**src/rtl/vmu_seq_ctrl.sv**
```systemverilog
// -----------------------------------------------------------------------------
// vmu_seq_ctrl
//
// Purpose:
//   Drives the VMU's SEQ-side interface. It accepts one instruction at a time
//   from the instruction queue using a valid/ready handshake.
//   - A config instruction (op_config != NONE) is issued as a single-cycle
//     config op.
//   - A load/store instruction (op_config == NONE) is expanded into a run of
//     beats. cnt steps from 0 to the last beat, and op_vld is high only on
//     beat 0. The block then waits DRAIN_CYCLES cycles for the VMU pipeline
//     to drain and pulses o_done.
//   The block keeps a shadow copy of VLEN so that its beat count matches the
//   VMU's beat count.
//
// Ports:
//   clk, rst                 clock; synchronous active-high reset
//   i_inst_vld / o_inst_rdy  instruction handshake (ready only while IDLE)
//   i_inst_op_config         config opcode (00 NONE, 01 VLEN, 10 MODQ, 11 MODIQ)
//   i_inst_scalar_config     config value
//   i_inst_op_ls             packed per-LSU opcodes (LSU k at [k*W +: W])
//   i_inst_scalar_ls         packed per-LSU scalars (base addresses)
//   o_seq_vmu_*              op valid, beat index and payload to the VMU
//   o_busy                   high whenever the FSM is not IDLE
//   o_done                   one-cycle pulse on the cycle an LS instruction retires
// -----------------------------------------------------------------------------
module vmu_seq_ctrl #(
    parameter int CONFIG_OP_WIDTH = 2,
    parameter int LSU_OP_WIDTH    = 4,
    parameter int SCALAR_WIDTH    = 32,
    parameter int NUM_LSU         = 4,
    parameter int CNT_WIDTH       = 8,
    parameter int BEAT_SHIFT      = 8,
    parameter int DRAIN_CYCLES    = 2
) (
    input  logic                              clk,
    input  logic                              rst,
    input  logic                              i_inst_vld,
    output logic                              o_inst_rdy,
    input  logic [CONFIG_OP_WIDTH-1:0]        i_inst_op_config,
    input  logic [SCALAR_WIDTH-1:0]           i_inst_scalar_config,
    input  logic [NUM_LSU*LSU_OP_WIDTH-1:0]   i_inst_op_ls,
    input  logic [NUM_LSU*SCALAR_WIDTH-1:0]   i_inst_scalar_ls,
    output logic                              o_seq_vmu_op_vld,
    output logic [CNT_WIDTH-1:0]              o_seq_vmu_cnt,
    output logic [CONFIG_OP_WIDTH-1:0]        o_seq_vmu_op_config,
    output logic [SCALAR_WIDTH-1:0]           o_seq_vmu_scalar_config,
    output logic [NUM_LSU*LSU_OP_WIDTH-1:0]   o_seq_vmu_op_ls,
    output logic [NUM_LSU*SCALAR_WIDTH-1:0]   o_seq_vmu_scalar_ls,
    output logic                              o_busy,
    output logic                              o_done
);

    typedef enum logic [1:0] {
        S_IDLE  = 2'd0,
        S_CFG   = 2'd1,
        S_RUN   = 2'd2,
        S_DRAIN = 2'd3
    } state_t;

    localparam logic [CONFIG_OP_WIDTH-1:0] OP_NONE = '0;
    localparam logic [CONFIG_OP_WIDTH-1:0] OP_VLEN = CONFIG_OP_WIDTH'(1);
    localparam logic [SCALAR_WIDTH-1:0]    VLEN_RST  = SCALAR_WIDTH'(1024);
    localparam logic [SCALAR_WIDTH-1:0]    MAX_BEATS = SCALAR_WIDTH'(1) << CNT_WIDTH;

    // Drain counter runs 0 .. DRAIN_LAST. The counter keeps a width of at
    // least 1 even when there is no drain phase (DRAIN_CYCLES == 0).
    localparam int DRAIN_LAST = (DRAIN_CYCLES > 0) ? DRAIN_CYCLES - 1 : 0;
    localparam int DRAIN_W    = (DRAIN_LAST > 0) ? $clog2(DRAIN_LAST + 1) : 1;

    // Index of the last beat for a given VLEN.
    // - A run always has at least one beat (zero beats become one beat).
    // - A run never has more beats than the counter can index
    //   (the count saturates at 2^CNT_WIDTH).
    function automatic logic [CNT_WIDTH-1:0] last_beat(input logic [SCALAR_WIDTH-1:0] vlen);
        logic [SCALAR_WIDTH-1:0] beats;
        beats = vlen >> BEAT_SHIFT;
        if (beats == '0) begin
            return '0;
        end else if (beats >= MAX_BEATS) begin
            return '1;
        end else begin
            return CNT_WIDTH'(beats - SCALAR_WIDTH'(1));
        end
    endfunction

    state_t                            state_q, state_d;
    logic [CNT_WIDTH-1:0]              cnt_q, cnt_d;
    logic [CNT_WIDTH-1:0]              last_q, last_d;
    logic [DRAIN_W-1:0]                drain_q, drain_d;
    logic [SCALAR_WIDTH-1:0]           vlen_q, vlen_d;
    logic                              done_q, done_d;

    // Captured instruction payload. It is only visible through state-gated
    // outputs, so it needs no reset.
    logic [CONFIG_OP_WIDTH-1:0]        op_config_q;
    logic [SCALAR_WIDTH-1:0]           scalar_config_q;
    logic [NUM_LSU*LSU_OP_WIDTH-1:0]   op_ls_q;
    logic [NUM_LSU*SCALAR_WIDTH-1:0]   scalar_ls_q;

    logic                              accept;

    assign o_inst_rdy = (state_q == S_IDLE) && !rst;
    assign accept     = i_inst_vld && o_inst_rdy;

    // ---- State register ----------------------------------------------------
    always_ff @(posedge clk) begin
        if (rst) begin
            state_q <= S_IDLE;
            cnt_q   <= '0;
            last_q  <= '0;
            drain_q <= '0;
            vlen_q  <= VLEN_RST;
            done_q  <= 1'b0;
        end else begin
            state_q <= state_d;
            cnt_q   <= cnt_d;
            last_q  <= last_d;
            drain_q <= drain_d;
            vlen_q  <= vlen_d;
            done_q  <= done_d;
        end
    end

    always_ff @(posedge clk) begin
        if (accept) begin
            op_config_q     <= i_inst_op_config;
            scalar_config_q <= i_inst_scalar_config;
            op_ls_q         <= i_inst_op_ls;
            scalar_ls_q     <= i_inst_scalar_ls;
        end
    end

    // ---- Next-state logic ----------------------------------------------------
    // done_d anticipates the retiring cycle, so that done_q is high exactly
    // during the last RUN cycle (when there is no drain) or the last DRAIN cycle.
    always_comb begin
        state_d = state_q;
        cnt_d   = cnt_q;
        last_d  = last_q;
        drain_d = drain_q;
        vlen_d  = vlen_q;
        done_d  = 1'b0;
        case (state_q)
            S_IDLE: begin
                if (accept) begin
                    cnt_d = '0;
                    if (i_inst_op_config != OP_NONE) begin
                        state_d = S_CFG;
                    end else begin
                        state_d = S_RUN;
                        last_d  = last_beat(vlen_q);
                        done_d  = (DRAIN_CYCLES == 0) && (last_beat(vlen_q) == '0);
                    end
                end
            end
            S_CFG: begin
                state_d = S_IDLE;
                if (op_config_q == OP_VLEN) begin
                    vlen_d = scalar_config_q;
                end
            end
            S_RUN: begin
                if (cnt_q == last_q) begin
                    if (DRAIN_CYCLES > 0) begin
                        state_d = S_DRAIN;
                        drain_d = '0;
                        done_d  = (DRAIN_CYCLES == 1);
                    end else begin
                        state_d = S_IDLE;
                    end
                end else begin
                    cnt_d  = cnt_q + CNT_WIDTH'(1);
                    done_d = (DRAIN_CYCLES == 0) && (cnt_q + CNT_WIDTH'(1) == last_q);
                end
            end
            S_DRAIN: begin
                if (drain_q == DRAIN_W'(DRAIN_LAST)) begin
                    state_d = S_IDLE;
                end else begin
                    drain_d = drain_q + DRAIN_W'(1);
                    done_d  = (drain_q + DRAIN_W'(1) == DRAIN_W'(DRAIN_LAST));
                end
            end
            default: state_d = S_IDLE;
        endcase
    end

    // ---- Output logic --------------------------------------------------------
    assign o_seq_vmu_cnt = cnt_q;
    assign o_busy        = (state_q != S_IDLE);
    assign o_done        = done_q;

    always_comb begin
        o_seq_vmu_op_vld        = 1'b0;
        o_seq_vmu_op_config     = '0;
        o_seq_vmu_scalar_config = '0;
        o_seq_vmu_op_ls         = '0;
        o_seq_vmu_scalar_ls     = '0;
        case (state_q)
            S_CFG: begin
                o_seq_vmu_op_vld        = 1'b1;
                o_seq_vmu_op_config     = op_config_q;
                o_seq_vmu_scalar_config = scalar_config_q;
            end
            S_RUN: begin
                // cnt never wraps inside a run, so cnt == 0 marks beat 0 only.
                o_seq_vmu_op_vld    = (cnt_q == '0);
                o_seq_vmu_op_ls     = op_ls_q;
                o_seq_vmu_scalar_ls = scalar_ls_q;
            end
            default: begin
            end
        endcase
    end

endmodule
```
**config.mk**
```make
export PLATFORM = sky130hd
export DESIGN_NAME = vmu_seq_ctrl
export DESIGN_NICKNAME = d
export VERILOG_FILES = /design/src/rtl/vmu_seq_ctrl.sv
export SDC_FILE = /design/constraint.sdc
export NUM_CORES = 1
export LEC_CHECK = 0
export BUFFER_PORTS_ARGS = -buffer_cell sky130_fd_sc_hd__buf_2
export CORE_ASPECT_RATIO = 0.75
export CORE_UTILIZATION = 25
export DETAILED_ROUTE_END_ITERATION = 16
export GPL_TIMING_DRIVEN = 1
export PLACE_DENSITY = 0.57
export SYNTH_ARGS = -nofsm -noshare
export SYNTH_HDL_FRONTEND = slang
export SYNTH_SLANG_ARGS = --single-unit
```
**constraint.sdc**
```tcl
create_clock -name clk -period 24.5 [get_ports clk]
set_clock_uncertainty 0.2 [all_clocks]
set_input_delay 4.9 -clock clk [delete_from_list [all_inputs] [get_ports clk]]
set_output_delay 4.9 -clock clk [all_outputs]
set_load 0.005 [all_outputs]
```
==> flow_metrics.env <==
export IMPL_cts_buffer_depth=3
export IMPL_cellLeakagePower_nw=4.96
export IMPL_cp_common_cell="buf_2"
export IMPL_cts_made_buffers=24
export IMPL_final_util_pct=34.7
export IMPL_critPathMaxFanout=44
export IMPL_die_w_um=217
export IMPL_io_buffers=370
export IMPL_yosys_cell_count_top_type="and2_1"
export IMPL_syn_avg_cell_area_um2=13.4
export IMPL_status="complete, no violations"
export IMPL_root_buffer="clkbuf_16"
export IMPL_antenna_found_initial=12
export IMPL_grt_usage_pct=12.9
export IMPL_drt_initial_drc_count=326
export IMPL_dieArea_um2=35300
export IMPL_slew_headroom_pct=18.9
export IMPL_h_tree_depth=1
export IMPL_placementRows=58
export IMPL_grt_max_degree=170
export IMPL_power_density_nw_per_um2=87.8
export IMPL_rr_endpoint="scalar_config_q[25]"
export IMPL_grt_pass1_wl_mm=34.8
export IMPL_detail_route_wl_per_cell_um=15.9
export IMPL_clkSlewWorstSetupHoldPaths_ps=60
export IMPL_ant_nets=0
export IMPL_drc=0
export IMPL_final_max_slew_viol_count=0
export IMPL_ys_warnings_count=0
export IMPL_yosys_area_share_simple_pct=19.4
export IMPL_cts_resized=0
export IMPL_overflow=0
export IMPL_synth_top_family_by_area="simple AND/OR/NAND/NOR gates"
export IMPL_critical_path_max_stage_delay_ps=610
export IMPL_crit_slowest_cell="buf_2"
export IMPL_peakVddDrop_uv=50.3
export IMPL_min_period_ps=10860
export IMPL_gp_congestion=0.755
export IMPL_crit_arrival_ps=5760
export IMPL_synth_xor_area_share_pct=1.22
export IMPL_finalHoldViolations=0
export IMPL_ys_top_cells_by_count="and2_1, edfxtp_1, nand2_1"
export IMPL_cp_depth=3
export IMPL_maxCapViolCount=0
export IMPL_max_freq_ghz=0.0921
export IMPL_worstMarginPinSlew_ps=1220
export IMPL_worstPathRequired_ps=19400
export IMPL_worstSetupStartpoint="rst"
export IMPL_synth_area_leaders="edfxtp_1, and2_1, dfxtp_1"
export IMPL_tns_ps=0
export IMPL_crit_chain="buf_2 -> nor2_1 -> buf_2"
export IMPL_drt_first_pass_iters=4
export IMPL_period_share_pct=44.3
export IMPL_crit_end="o_inst_rdy"
export IMPL_synth_fa_ha_area_share_pct=1.01
export IMPL_synth_area_um2=8640
export IMPL_synth_seq_cells=222
export IMPL_synth_main_ff_cell="edfxtp_1"
export IMPL_fp_dieH_um=163
export IMPL_synth_compound_area_share_pct=4.26
export IMPL_hold_buffers=0
export IMPL_synth_largest_area_cell="edfxtp_1"
export IMPL_r2r_start="state_q[0]"
export IMPL_critPathKind="in -> out"
export IMPL_endpoint_kind="output pin"
export IMPL_critPathLaunchType="primary input"
export IMPL_dp_hpwl_mm=17.0
export IMPL_r2r_cells=5
export IMPL_tritoncts="yes"
export IMPL_vias=6134
export IMPL_ys_seq_area_share_pct=72.0
export IMPL_netlist_instances=643
export IMPL_critPathBufInv=2
export IMPL_synthArstFlopShare_pct=0
export IMPL_clock_sinks=222
export IMPL_grt_pass1_vias=5998
export IMPL_rsz0062_at_grt="false"
export IMPL_clk_latency_ps=530
export IMPL_synth_area_mux_share_pct=0
export IMPL_io_pins=371
export IMPL_reg2reg_slack_ps=21520
export IMPL_area_growth_pct=35.5
export IMPL_synth_nets=831
export IMPL_synth_edf_count=178
export IMPL_yosysTopAreaCellShare_pct=61.9
export IMPL_setup_viol=0
export IMPL_via_per_inst=4.15
export IMPL_totalWireLength_mm=23.6
export IMPL_coreArea_um2=33700
export IMPL_hold_path_class="reg -> reg"
export IMPL_synthDistinctLibCells=41
export IMPL_post_cts_buffers=0
export IMPL_start_util_pct=25.6
export IMPL_crit_family="buffers and inverters"
export IMPL_drive_gt1_share_pct=40.3
export IMPL_fin_nets=1197
logic make-up after synthesis:
logic type	count (synthesis)
buffers and inverters	45
AOI/OAI and AO/OA	63
DFF	222
xor gates and xnor gates	12
adders and majority gates	7
and+or+nand+nor	294
cell usage in the layout, fill, tap and decap left out, drive strengths merged, types with 9 or more instances in the layout:
master and count:
dfxtp 44, nor2 14, edfxtp 178, xnor2 9
buf 374, clkbuf 34, and2 179, a21oi 36
nand2 64, inv 11
metrics by stage:
stage               instances  hold WS, ps  power [mW]  cell area (µm²)  worst slack [ps]
floorplan                 643          239       0.601             8640              9750
detailed placement       1432          259       0.707            11000             13640
CTS                      1474          267        1.05            11700             13630
global placement         1432          258       0.704            11000             13630
global route             1476          281        1.08            11700             13570
finish                   1479          265        1.03            11700             13640
worst min-delay path: stages (launching register included):
cell and delay, ps:
dfxtp_1 310, nand2_1 50, a21oi_1 50
registers in the layout (all words and copies together) (netlist names):
register,flops
op_config_q,2
scalar_config_q,32
op_ls_q,16
drain_q,1
o_done,1
last_q,8
vlen_q,24
state_q,2
o_seq_vmu_cnt,8
scalar_ls_q,128
metal layers:
| metal | track usage [%] | part of all wire [%] |
|---|---|---|
| met4 | 3.75 | 2.5 |
| met5 | 0 | 0.31 |
| met1 | 15.5 | 41 |
| met2 | 21.5 | 48 |
| met3 | 4.82 | 9.0 |
cell type report:
class / instances / area, µm²
timing repair buffer: 374 / 1890
clock buffer: 34 / 671
inverter: 11 / 41.3
fill: 3424 / 22000
sequential: 222 / 6230
tap: 450 / 563
clock inverter: 8 / 46.3
antenna: 4 / 10.0
multi-input combinational: 376 / 2260
report_power, final:
group | internal [mW] | leakage (nW) | switching [mW] | total (mW)
clock network | 0.190 | 0.353 | 0.146 | 0.336
registers | 0.454 | 2.00 | 0.0125 | 0.467
logic | 0.0953 | 2.60 | 0.131 | 0.226
worst min-delay path by stage:
| stage | start | slack [ps] | end | cells past startpoint |
|---|---|---|---|---|
| final | vlen_q[26] | 260 | vlen_q[26] | 2 |
| after global routing | vlen_q[26] | 280 | vlen_q[26] | 2 |
| after floorplan | last_q[5] | 240 | last_q[5] | 2 |
| after global placement | vlen_q[23] | 260 | vlen_q[23] | 2 |
| after CTS | vlen_q[26] | 270 | vlen_q[26] | 2 |
| after detailed placement | vlen_q[26] | 260 | vlen_q[26] | 2 |
Note: power is estimated with default switching activity, not from simulation.
